## src/rtl/pow3_capture.sv

```systemverilog
// Captures the power-of-3 generator output, checks it against a tracked
// expected value and streams the samples out through a small FIFO.
module pow3_capture #(
  parameter int DATA_W = 32,
  parameter int DEPTH  = 8,
  parameter int CNT_W  = 16
) (
  input  logic              clk,
  input  logic              rst,
  input  logic              start,
  input  logic [CNT_W-1:0]  num_samples,
  output logic              gen_rst,
  output logic              gen_en,
  input  logic [DATA_W-1:0] gen_data,
  output logic              m_valid,
  output logic [DATA_W-1:0] m_data,
  input  logic              m_ready,
  output logic              busy,
  output logic              done,
  output logic              err,
  output logic [CNT_W-1:0]  err_count
);

  localparam int AW = $clog2(DEPTH);
  localparam logic [AW:0] FULL = (AW+1)'(DEPTH);

  typedef enum logic [2:0] {
    S_IDLE,
    S_SYNC,
    S_RUN,
    S_DRAIN,
    S_DONE
  } state_t;

  state_t r_state;
  state_t w_next;

  logic [DATA_W-1:0] r_mem [DEPTH];
  logic [AW-1:0]     r_wp;
  logic [AW-1:0]     r_rp;
  logic [AW:0]       r_count;
  logic [CNT_W-1:0]  r_num;
  logic [CNT_W-1:0]  r_cnt;
  logic [CNT_W-1:0]  r_errcnt;
  logic [DATA_W-1:0] r_exp;
  logic              r_err;

  logic              w_start;
  logic              w_push;
  logic              w_pop;
  logic [CNT_W-1:0]  w_cnt_nxt;
  logic              w_last;

  assign w_start   = start &&
                     (r_state == S_IDLE || r_state == S_DONE);
  assign w_push    = gen_en;
  assign m_valid   = (r_count != '0);
  assign w_pop     = m_valid && m_ready;
  assign m_data    = r_mem[r_rp];
  assign w_cnt_nxt = r_cnt + 1'b1;
  assign w_last    = (w_cnt_nxt == r_num);
  assign err       = r_err;
  assign err_count = r_errcnt;

  // state register
  always_ff @(posedge clk) begin
    if (rst) r_state <= S_IDLE;
    else     r_state <= w_next;
  end

  // next state and generator/status controls
  always_comb begin
    w_next  = r_state;
    gen_rst = 1'b0;
    gen_en  = 1'b0;
    busy    = 1'b1;
    done    = 1'b0;
    unique case (r_state)
      S_IDLE: begin
        busy = 1'b0;
        if (start)
          w_next = (num_samples == '0) ? S_DONE : S_SYNC;
      end
      S_SYNC: begin
        gen_rst = 1'b1;
        w_next  = S_RUN;
      end
      S_RUN: begin
        gen_en = (r_count < FULL);
        if (gen_en && w_last)
          w_next = S_DRAIN;
      end
      S_DRAIN: begin
        if (r_count == '0 || (r_count == 1 && w_pop))
          w_next = S_DONE;
      end
      S_DONE: begin
        busy = 1'b0;
        done = 1'b1;
        if (start)
          w_next = (num_samples == '0) ? S_DONE : S_SYNC;
      end
      default: w_next = S_IDLE;
    endcase
  end

  // run bookkeeping: sample count, expected value, error tracking
  always_ff @(posedge clk) begin
    if (rst) begin
      r_num    <= '0;
      r_cnt    <= '0;
      r_exp    <= DATA_W'(1);
      r_err    <= 1'b0;
      r_errcnt <= '0;
    end else begin
      if (w_start) begin
        r_num    <= num_samples;
        r_cnt    <= '0;
        r_err    <= 1'b0;
        r_errcnt <= '0;
      end
      if (gen_rst)
        r_exp <= DATA_W'(1);
      if (w_push) begin
        r_cnt <= w_cnt_nxt;
        r_exp <= r_exp + (r_exp << 1);
        if (gen_data != r_exp) begin
          r_err <= 1'b1;
          if (r_errcnt != '1)
            r_errcnt <= r_errcnt + 1'b1;
        end
      end
    end
  end

  // FIFO pointers and occupancy
  always_ff @(posedge clk) begin
    if (rst) begin
      r_wp    <= '0;
      r_rp    <= '0;
      r_count <= '0;
    end else begin
      if (w_push) r_wp <= r_wp + 1'b1;
      if (w_pop)  r_rp <= r_rp + 1'b1;
      if (w_push && !w_pop)
        r_count <= r_count + 1'b1;
      else if (!w_push && w_pop)
        r_count <= r_count - 1'b1;
    end
  end

  // FIFO storage, no reset needed
  always_ff @(posedge clk) begin
    if (w_push)
      r_mem[r_wp] <= gen_data;
  end

endmodule

```

## config.mk

```make
export PLATFORM = sky130hd
export DESIGN_NAME = pow3_capture
export DESIGN_NICKNAME = d
export VERILOG_FILES = /design/src/rtl/pow3_capture.sv
export SDC_FILE = /design/constraint.sdc
export NUM_CORES = 1
export LEC_CHECK = 0
export BUFFER_PORTS_ARGS = -buffer_cell sky130_fd_sc_hd__buf_4
export CAP_MARGIN = 20
export CORE_MARGIN = 3
export CORE_UTILIZATION = 65
export CTS_BUF_LIST = sky130_fd_sc_hd__clkbuf_16
export DETAILED_ROUTE_END_ITERATION = 6
export PLACE_DENSITY = 0.92
export SLEW_MARGIN = 10
export SYNTH_ARGS = -nofsm -noshare
export SYNTH_HDL_FRONTEND = slang
export SYNTH_SLANG_ARGS = --single-unit
```

## constraint.sdc

```tcl
create_clock -name clk -period 10.2 [get_ports clk]
set_input_delay 0.51 -clock clk [delete_from_list [all_inputs] [get_ports clk]]
set_output_delay 0.51 -clock clk [all_outputs]
set_load 0.05 [all_outputs]
```

==> metrics.md, run 1 <==
| Metric | Value |
|---|---|
| Count of placed standard cells including taps | `1552` |
| Clock tree from TritonCTS | `yes` |
| Worst slew margin | `27.9%` |
| Root buffer cell | `clkbuf_16` |
| Effective utilization at floorplan | `66.9%` |
| Post-CTS setup buffers | `0` |
| Height of the die | `162 um` |
| Cell mode on critical path | `buf_4` |
| Antenna viol nets, final | `0` |
| Floorplan die width | `162 um` |
| Cell variety after synth | `68` |
| Setup repair after global routing missed its margin | `false` |
| Number of flip-flops and latches in the synthesized netlist | `353` |
| Total DRC errors in the routed layout | `0` |
| Hpwl dp | `23.4 mm` |
| Leakage power figure | `6.69 nW` |
| Crit path DAT | `3.11 ns` |
| Clock slew seen by the registers of the worst setup and hold paths | `0.07 ns` |
| Initial antenna violation count | `0` |
| Total area of multi-input combinational cells | `0.00608 sq mm` |
| Via count of the first global-routing pass | `10800` |
| Buffers and inverters on the worst path | `2` |
| Count of non-filler cells in the finished layout | `1620` |
| Count of flip-flops with a built-in enable after synthesis | `256` |
| Startpoint of the tightest hold check path | `gen_data[11]` |
| Share of flip-flops with an asynchronous set or reset | `0%` |
| Yosys warning total | `0` |
| Nets | `1365` |
| Core ar. | `0.0238 sq mm` |
| Post-synth net total | `1255` |
| Min Clock Period, post-route | `3.62 ns` |
| Total of cells resized after clock tree synthesis | `0` |
| I/O pin count | `106` |
| Detailed-routing iteration count for the pre-antenna-repair pass | `6` |
| FP Rows | `56` |
| Via count | `10900` |
| Transition time at the pin with the least slew margin | `1.08 ns` |
| Result of the run | `finished clean` |
| Peak supply drop | `0.143 mV` |
| Max stage delay on crit path | `0.82 ns` |
| Highest-count cells in the layout ignoring fill and taps | `edfxtp_1, buf_4, dfxtp_1` |
| Max-slew violation total from the final report | `0` |
| Placed instance area | `0.0170 sq mm` |
| Fmax | `276 MHz` |
| Number of violations of the max-capacitance limit | `0` |
| Post-route cell area | `0.0183 sq mm` |
| Avg Inst Size Synth | `13.6 sq um` |
| Final critical-path share of the clock period | `35.5%` |
| Worst hold-check slack | `0.247 ns` |
| PnR worst setup slack | `6.58 ns` |
| Critical-path cell with the highest stage delay | `buf_4` |
| Number of H-tree levels | `2` |
| Launching element type of the critical path | `flop` |
| Sequence of cells on the critical path | `buf_4, mux4_2, mux2_2, buf_4` |
| Via count normalized by instance count | `6.71` |
| Critical path required time | `9.69 ns` |
| Synth-to-layout area growth | `15.0%` |
| GRT overflow | `0` |
| Setup total negative slack | `0 ns` |
| Routed WL per cell | `25.2 um` |
| Global-route wire length before repair | `63.0 mm` |
| Die Footprint | `0.0264 sq mm` |
| Setup slack after placement | `6.69 ns` |
| Sinks on Clock Net | `353` |
| Cell area after technology mapping | `0.0159 sq mm` |
| Classification of the worst setup path | `flop to primary output` |
| GRT Overall Usage | `31.2%` |
| Final design utilization | `76.9%` |
| Initial detailed-routing violation count | `1250` |
| Power consumption | `3.65 mW` |
| FF+latch area | `0.00963 sq mm` |
| Part of the Yosys area used for sequential elements | `60.6%` |
| Largest net degree at the start of global routing | `90` |
| Primary flip-flop cell chosen by synthesis mapping | `edfxtp_1` |
| Largest delay contributor family on the critical path | `buffers and inverters` |
| Number of buffers inserted during clock tree synthesis | `36` |
| N_diodes | `0` |
| Share of final-layout standard cells stronger than drive strength 1 | `23.6%` |
| Critical path endpoint category | `primary output` |
| FILL cells | `1295` |
| Number of setup violations in the final report | `0` |
| Power density over the cells | `200 mW/mm^2` |
| Largest fanout on the critical path | `50` |
| Final WL | `40.8 mm` |
| Port-buffer cells | `105` |
| Startpoint of the lowest-slack register-to-register path | `r_count[3]` |
| Final worst clock skew | `0.0175 ns` |
| Final Hold Viols | `0` |
| Most common cell after layout, fill and taps aside | `edfxtp_1` |
| Number of hold buffers added after cts | `0` |
| Weighted congestion at the end of routability-driven global placement | `0.926` |
| Gate Count Post-Synth | `1164` |
| Worst-case clock buffer depth | `3` |
| Clock Latency Late Sink | `0.52 ns` |
| Type of the most critical hold path | `primary input to flop` |
-- logic make-up (layout without fill, tap and decap cells) --
kind of cell	count (synthesis)	in the layout	share of synthesized area, %
flops	353	353	60.6
simple gates	314	314	9.66
compound gates	206	206	8.51
mux	102	102	11.7
xor+xnor	89	89	4.91
buf+inv	61	198	1.46
fa+ha+maj	39	39	3.12
-- metal layers --
metal / vias up / GRT usage, % / wire (um)
li1: 4705 / - / -
met1: 5323 / 40.1 / 14700
met2: 698 / 53.5 / 20700
met3: 143 / 4.98 / 3460
met4: 0 / 13.0 / 1930
met5: - / 0 / 0
-- cell usage after synthesis, drive strengths merged, types with 12 or more instances --
library cell | number | area, sq um
nor4 | 20 | 146
xnor2 | 32 | 280
mux4 | 64 | 1440
inv | 13 | 48.8
a21oi | 71 | 355
edfxtp | 256 | 7690
mux2 | 35 | 394
a21o | 19 | 145
nor2 | 94 | 353
clkbuf | 36 | 135
o21ai | 38 | 194
xor2 | 57 | 499
ha | 38 | 475
dfxtp | 97 | 1940
nor3 | 21 | 110
nand3 | 30 | 155
and3 | 12 | 77.6
buf | 12 | 47.6
a22oi | 24 | 180
nand2 | 81 | 304
-- state kept, by name (all words and copies together), names as in the netlist, 4 cells and up, named ones only --
register and cells:
r_num 16, r_cnt 16, r_exp 32, r_mem 256
r_count 4, err_count 16
-- cell type report --
| class | instances | share of cell area (%) |
|---|---|---|
| clock buffers | 37 | 5.07 |
| clock inverters | 28 | 1.49 |
| inverters | 13 | 0.267 |
| multi-input cells | 750 | 33.3 |
| flip-flops and latches | 353 | 52.7 |
| well taps | 319 | 2.18 |
| repair buffers | 120 | 4.99 |
-- where the power goes --
part / switching, mW / total (mW) / internal, mW
clock network: 0.550 / 1.34 / 0.790
logic: 0.431 / 0.706 / 0.275
registers: 0.0367 / 1.61 / 1.57
total: 1.02 / 3.65 / 2.64
-- worst paths after layout --
| path | slack [ns] | to | cells after the start |
|---|---|---|---|
| setup / recovery | 6.58 | m_data[15] | 4 |
| hold / removal | 0.25 | r_mem[7][11] | 1 |
| setup reg to reg | 6.73 | r_mem[5][18] | 5 |
| hold reg to reg | 0.47 | r_num[1] | 2 |
(Power assumes the default switching activity.)
==> run 2, diff against run 1 <==
--- a/config.mk
+++ b/config.mk
@@ -8,10 +8,10 @@
 export BUFFER_PORTS_ARGS = -buffer_cell sky130_fd_sc_hd__buf_4
 export CAP_MARGIN = 20
 export CORE_MARGIN = 3
-export CORE_UTILIZATION = 65
+export CORE_UTILIZATION = 61
 export CTS_BUF_LIST = sky130_fd_sc_hd__clkbuf_16
 export DETAILED_ROUTE_END_ITERATION = 6
-export PLACE_DENSITY = 0.92
+export PLACE_DENSITY = 0.87
 export SLEW_MARGIN = 10
 export SYNTH_ARGS = -nofsm -noshare
 export SYNTH_HDL_FRONTEND = slang
==> constraint.sdc (replaced) <==
create_clock -name clk -period 3.4 [get_ports clk]
set_input_delay 0.17 -clock clk [delete_from_list [all_inputs] [get_ports clk]]
set_output_delay 0.17 -clock clk [all_outputs]
set_load 0.05 [all_outputs]
==> metrics.md, run 2 (synthesis results as in run 1) <==
| Metric | Value |
|---|---|
| Most flop-heavy register | `r_mem (unchanged)` |
| Cell mode on critical path | `nand2_1 (was buf_4)` |
| Largest net degree at the start of global routing | `59 (was 90)` |
| Result of the run | `finished clean (unchanged)` |
| Min Clock Period, post-route | `2.98 ns` |
| Nets | `1429 (was 1365)` |
| Number of violations of the max-capacitance limit | `0 (unchanged)` |
| Total of cells resized after clock tree synthesis | `0 (unchanged)` |
| Final design utilization | `73.9% (was 76.9%)` |
| Type of the most critical hold path | `primary input to flop (unchanged)` |
| Transition time at the pin with the least slew margin | `1.05 ns (was 1.08 ns)` |
| Total DRC errors in the routed layout | `0 (unchanged)` |
| Max stage delay on crit path | `0.45 ns (was 0.82 ns)` |
| Clock Latency Late Sink | `0.52 ns (about the same)` |
| Via count | `10700 (was 10900)` |
| Effective utilization at floorplan | `62.5% (was 66.9%)` |
| N_diodes | `0 (unchanged)` |
| Number of H-tree levels | `2 (unchanged)` |
| Fmax | `336 MHz` |
| Core ar. | `0.0254 sq mm (was 0.0238 sq mm)` |
| Largest delay contributor family on the critical path | `compound AO/OA/AOI/OAI gates (was buffers and inverters)` |
| Hpwl dp | `23.0 mm (was 23.4 mm)` |
| PnR worst setup slack | `0.420 ns (was 6.58 ns)` |
| Sequence of cells on the critical path | `ha_1, fa_1, a21oi_1, o211ai_1, o211a_1, o21ai_0, nand2_1, a2111oi_0, mux2_2, nand2_1 (was buf_4, mux4_2, mux2_2, buf_4)` |
| GRT Overall Usage | `27.4% (was 31.2%)` |
| Weighted congestion at the end of routability-driven global placement | `0.953 (was 0.926)` |
| Power consumption | `10.6 mW (was 3.65 mW)` |
| Number of setup violations in the final report | `0 (unchanged)` |
| Critical path endpoint category | `flop (was primary output)` |
| Classification of the worst setup path | `flop to flop (was flop to primary output)` |
| Setup repair after global routing missed its margin | `false (unchanged)` |
| Max-slew violation total from the final report | `0 (unchanged)` |
| Final worst clock skew | `0.0213 ns (was 0.0175 ns)` |
| Via count normalized by instance count | `6.32 (was 6.71)` |
| Routed WL per cell | `22.9 um (was 25.2 um)` |
| Initial detailed-routing violation count | `1119 (was 1250)` |
| Detailed-routing iteration count for the pre-antenna-repair pass | `5 (was 6)` |
| Clock tree from TritonCTS | `yes (unchanged)` |
| Port-buffer cells | `105 (unchanged)` |
| Final Hold Viols | `0 (unchanged)` |
| Antenna viol nets, final | `0 (unchanged)` |
| Most common cell after layout, fill and taps aside | `edfxtp_1 (unchanged)` |
| Buffers and inverters on the worst path | `0 (was 2)` |
| Synth-to-layout area growth | `18.1% (was 15.0%)` |
| Setup slack after placement | `0.400 ns (was 6.69 ns)` |
| Launching element type of the critical path | `flop (unchanged)` |
| Floorplan die width | `167 um (was 162 um)` |
| Number of flip-flops under the largest register name | `256 (unchanged)` |
| Final critical-path share of the clock period | `87.6%` |
| Critical path required time | `3.84 ns (was 9.69 ns)` |
| Highest-count cells in the layout ignoring fill and taps | `edfxtp_1, buf_4, dfxtp_1 (unchanged)` |
| Root buffer cell | `clkbuf_16 (unchanged)` |
| Worst hold-check slack | `0.143 ns (was 0.247 ns)` |
| Setup total negative slack | `0 ns (unchanged)` |
| Share of final-layout standard cells stronger than drive strength 1 | `22.9% (was 23.6%)` |
| Sinks on Clock Net | `353 (unchanged)` |
| Leading registers by flop count | `r_mem (256), r_exp (32) (unchanged)` |
| Height of the die | `167 um (was 162 um)` |
| Die Footprint | `0.0280 sq mm (was 0.0264 sq mm)` |
| Critical-path cell with the highest stage delay | `a2111oi_0 (was buf_4)` |
| Worst-case clock buffer depth | `3 (unchanged)` |
| Peak supply drop | `0.649 mV (was 0.143 mV)` |
| Crit path DAT | `3.42 ns (was 3.11 ns)` |
| Leakage power figure | `6.90 nW (was 6.69 nW)` |
| Worst slew margin | `29.6% (was 27.9%)` |
| Largest fanout on the critical path | `5 (was 50)` |
| Final WL | `38.8 mm (was 40.8 mm)` |
| I/O pin count | `106 (unchanged)` |
| Initial antenna violation count | `0 (unchanged)` |
| Global-route wire length before repair | `60.2 mm (was 63.0 mm)` |
| Number of buffers inserted during clock tree synthesis | `36 (unchanged)` |
| FP Rows | `58 (was 56)` |
| GRT overflow | `0 (unchanged)` |
| Power density over the cells | `562 mW/mm^2 (was 200 mW/mm^2)` |
| Via count of the first global-routing pass | `10800 (about the same)` |
| Clock slew seen by the registers of the worst setup and hold paths | `0.06 ns (was 0.07 ns)` |
| Post-CTS setup buffers | `0 (unchanged)` |
-- run 2: changes by cell type in the layout (fill, tap and decap cells not counted), sizes merged --
cell,delta
clkbuf,-1
bufinv,-5
inv,+5
buf,+15
clkinv,-3
dlygate4sd3,+49
-- run 2: cell type report --
type | count | area (sq um)
sequential | 353 | 9630
fill | 1529 | 6630
multi-input combinational | 750 | 6090
timing repair buffer | 184 | 1540
clock buffer | 36 | 901
tap | 330 | 413
clock inverter | 25 | 138
inverter | 13 | 48.8
-- run 2: per-stage QoR --
step | std cells | cell area, sq um
2_1_floorplan | 1164 | 15900
3_3_place_gp | 1581 | 17200
3_5_place_dp | 1581 | 17200
4_1_cts | 1691 | 18800
5_1_grt | 1691 | 18800
6_report | 1691 | 18800
-- run 2: repair_timing --
item / CTS / global route
hold endpoints to repair: 274 / 0
hold buffers: 49 / 0
setup endpoints to repair: 0 / 0
-- run 2: worst paths after layout --
| path | startpoint | end | slack [ns] | cells after the start |
|---|---|---|---|---|
| worst max-delay path | r_exp[1] | r_exp[29] | 0.42 | 10 |
| worst min-delay path | start | r_state[2] | 0.14 | 5 |
| worst max register to register | r_exp[1] | r_exp[29] | 0.42 | 10 |
| worst min register to register | r_num[7] | r_num[7] | 0.47 | 2 |
-- run 2: per-layer routing --
metal	routed length, um	track usage [%]	vias up
met5	0	0	-
met4	1170	9.18	0
met3	2810	4.44	100
met2	19500	46.9	525
met1	15300	36.0	5243
li1	-	-	4822
-- run 2: report_power, final --
part	total (mW)	switching (mW)	internal, mW
Combinational	2.14	1.25	0.897
Clock	3.53	1.60	1.94
Sequential	4.88	0.161	4.72
-- run 2: tightest hold or removal path: cells and delay by family --
| family | cells | cell delay, ns |
|---|---|---|
| AOI/OAI and AO/OA | 2 | 0.22 |
| buffers and inverters | 2 | 0.14 |
| and+or+nand+nor | 1 | 0.07 |
==> run 3, diff against run 2 <==
==> config.mk (replaced) <==
export PLATFORM = sky130hd
export DESIGN_NAME = pow3_capture
export DESIGN_NICKNAME = d
export VERILOG_FILES = /design/src/rtl/pow3_capture.sv
export SDC_FILE = /design/constraint.sdc
export NUM_CORES = 1
export LEC_CHECK = 0
export ABC_AREA = 0
export BUFFER_PORTS_ARGS = -buffer_cell sky130_fd_sc_hd__buf_2
export CAP_MARGIN = 20
export CORE_MARGIN = 3
export CORE_UTILIZATION = 61
export CTS_BUF_LIST = sky130_fd_sc_hd__clkbuf_16
export DETAILED_ROUTE_END_ITERATION = 6
export PLACE_DENSITY = 0.87
export SLEW_MARGIN = 20
export SYNTH_ARGS = -nofsm -noshare
export SYNTH_HDL_FRONTEND = slang
export SYNTH_SLANG_ARGS = --single-unit
==> metrics.md, run 3 (synthesis results as in run 1) <==
| Metric | Value |
|---|---|
| Final worst clock skew | `0.0177 ns (was 0.0213 ns)` |
| Fmax | `332 MHz (was 336 MHz)` |
| Launching element type of the critical path | `flop (unchanged)` |
| Result of the run | `finished with violations (was finished clean)` |
| Final critical-path share of the clock period | `88.6% (was 87.6%)` |
| Startpoint of the lowest-slack register-to-register path | `r_exp[1] (unchanged)` |
| Root buffer cell | `clkbuf_16 (unchanged)` |
| Number of violations of the max-capacitance limit | `0 (unchanged)` |
| Hpwl dp | `23.3 mm (was 23.0 mm)` |
| Type of the most critical hold path | `primary input to flop (unchanged)` |
| Count of placed standard cells including taps | `1584 (was 1581)` |
| Initial antenna violation count | `0 (unchanged)` |
| Switching Power | `3.06 mW (was 3.00 mW)` |
| Worst-case clock buffer depth | `3 (unchanged)` |
| Number of setup violations in the final report | `0 (unchanged)` |
| Via count normalized by instance count | `6.35 (was 6.32)` |
| Sinks on Clock Net | `353 (unchanged)` |
| Floorplan die width | `167 um (unchanged)` |
| Startpoint of the tightest hold check path | `gen_data[12] (was start)` |
| Power share of the combinational group | `18.9% (was 20.3%)` |
| Number of buffers inserted during clock tree synthesis | `37 (was 36)` |
| Most common cell after layout, fill and taps aside | `edfxtp_1 (unchanged)` |
| Number of H-tree levels | `2 (unchanged)` |
| Die Footprint | `0.0280 sq mm (unchanged)` |
| Seq pwr share | `45.0% (was 46.2%)` |
| Switching share of total power | `28.2% (was 28.5%)` |
| Max-slew violation total from the final report | `0 (unchanged)` |
| Highest-count cells in the layout ignoring fill and taps | `edfxtp_1, buf_2, dfxtp_1 (was edfxtp_1, buf_4, dfxtp_1)` |
| Largest net degree at the start of global routing | `59 (unchanged)` |
| Port-buffer cells | `105 (unchanged)` |
| Initial detailed-routing violation count | `1388 (was 1119)` |
| Count of non-filler cells in the finished layout | `1699 (was 1691)` |
| Placed instance area | `0.0170 sq mm (was 0.0172 sq mm)` |
| Height of the die | `167 um (unchanged)` |
| Critical path endpoint category | `flop (unchanged)` |
| Final WL | `39.5 mm (was 38.8 mm)` |
| FP Rows | `58 (unchanged)` |
| Crit path DAT | `3.47 ns (was 3.42 ns)` |
| FILL cells | `1510 (was 1529)` |
| Post-route cell area | `0.0187 sq mm (was 0.0188 sq mm)` |
| Power density over the cells | `581 mW/mm^2 (was 562 mW/mm^2)` |
| Depth of the worst register-to-register path | `10 (unchanged)` |
| Antenna viol nets, final | `0 (unchanged)` |
| Synth-to-layout area growth | `17.4% (was 18.1%)` |
| Setup repair after global routing missed its margin | `false (unchanged)` |
| Portion of total power attributed to the clock network | `36.1% (was 33.5%)` |
| Cell-internal power | `7.77 mW (was 7.55 mW)` |
| Most flop-heavy register | `r_mem (unchanged)` |
| Global-route wire length before repair | `61.2 mm (was 60.2 mm)` |
| Core ar. | `0.0254 sq mm (unchanged)` |
| Peak supply drop | `0.588 mV (was 0.649 mV)` |
| Via count of the first global-routing pass | `10900 (was 10800)` |
| Start point of the critical path | `r_exp[1] (unchanged)` |
| Leakage power figure | `6.93 nW (was 6.90 nW)` |
| Largest fanout on the critical path | `5 (unchanged)` |
| Routed WL per cell | `23.3 um (was 22.9 um)` |
| Clock slew seen by the registers of the worst setup and hold paths | `0.06 ns (about the same)` |
| Total of cells resized after clock tree synthesis | `0 (unchanged)` |
| Effective utilization at floorplan | `62.5% (unchanged)` |
| Worst Hold Path Cells | `1 (was 5)` |
| I/O pin count | `106 (unchanged)` |
| Violations in the final reports | `negative hold slack` |
| Clock Latency Late Sink | `0.52 ns (about the same)` |
| N_diodes | `0 (unchanged)` |
| Nets | `1431 (was 1429)` |
| Total DRC errors in the routed layout | `0 (unchanged)` |
| Final Hold Viols | `1 (was 0)` |
| Number of flip-flops under the largest register name | `256 (unchanged)` |
| Clock tree from TritonCTS | `yes (unchanged)` |
| Detailed-routing iteration count for the pre-antenna-repair pass | `6 (was 5)` |
| Share of final-layout standard cells stronger than drive strength 1 | `23.4% (was 22.9%)` |
| Transition time at the pin with the least slew margin | `0.947 ns (was 1.05 ns)` |
| Post-CTS setup buffers | `0 (unchanged)` |
| Via count | `10800 (was 10700)` |
| Min Clock Period, post-route | `3.01 ns (was 2.98 ns)` |
| GRT overflow | `0 (unchanged)` |
| Leading registers by flop count | `r_mem (256), r_exp (32) (unchanged)` |
| GRT Overall Usage | `27.9% (was 27.4%)` |
| Worst slew margin | `36.8% (was 29.6%)` |
| Classification of the worst setup path | `flop to flop (unchanged)` |
| Setup total negative slack | `0 ns (unchanged)` |
| Critical path required time | `3.86 ns (was 3.84 ns)` |
| Number of hold buffers added after cts | `47 (was 49)` |
| Weighted congestion at the end of routability-driven global placement | `0.946 (was 0.953)` |
| Worst hold-check slack | `-0.00000311 ns (was 0.143 ns)` |
## run 3: metal layers
metal | global-route usage (%) | part of all wire, % | vias to the layer above
met5 | 0 | 0 | -
met4 | 11.0 | 4.0 | 0
met3 | 5.19 | 8.7 | 120
met2 | 47.5 | 50 | 619
met1 | 35.8 | 37 | 5228
li1 | - | - | 4826
## run 3: cell type report
cell class                      count  area, sq um  share of cell area (%)
Tap cell                          330          413                    2.21
Multi-Input combinational cell    750         6090                    32.6
Sequential cell                   353         9630                    51.7
Inverter                           13         48.8                   0.262
Timing Repair Buffer              185         1280                    6.87
Clock inverter                     29          209                    1.12
Clock buffer                       39          976                    5.23
## run 3: worst paths after layout
check | endpoint | slack [ns]
worst max-delay path | r_exp[29] | 0.39
worst min-delay path | r_mem[3][12] | -0.000003
worst max register to register | r_exp[29] | 0.39
worst min register to register | err | 0.47
## run 3: through the flow
step,util [%],total power [mW],setup slack (ns)
final,73.4,10.8,0.388
after detailed placement,66.9,6.94,0.435
after CTS,73.4,10.9,0.405
after global routing,73.4,11.2,0.218
after floorplan,-,6.41,-0.660
after global placement,66.9,6.89,0.439
## run 3: power groups by stage
stage,logic [mW],clock network [mW],registers [mW]
finish,2.05,3.91,4.87
global route,2.18,4.12,4.90
CTS,2.05,3.94,4.88
detailed placement,1.97,0,4.97
global placement,1.93,0,4.96
floorplan,1.54,0,4.87
## run 3: critical path, stage by stage (launching register included)
cell	delay (ns)
dfxtp_1	0.37
ha_1	0.23
fa_1	0.42
a21oi_1	0.19
o211ai_1	0.10
o211a_1	0.18
o21ai_0	0.34
nand2_1	0.21
a2111oi_0	0.48
mux2_2	0.39
nand2_1	0.05
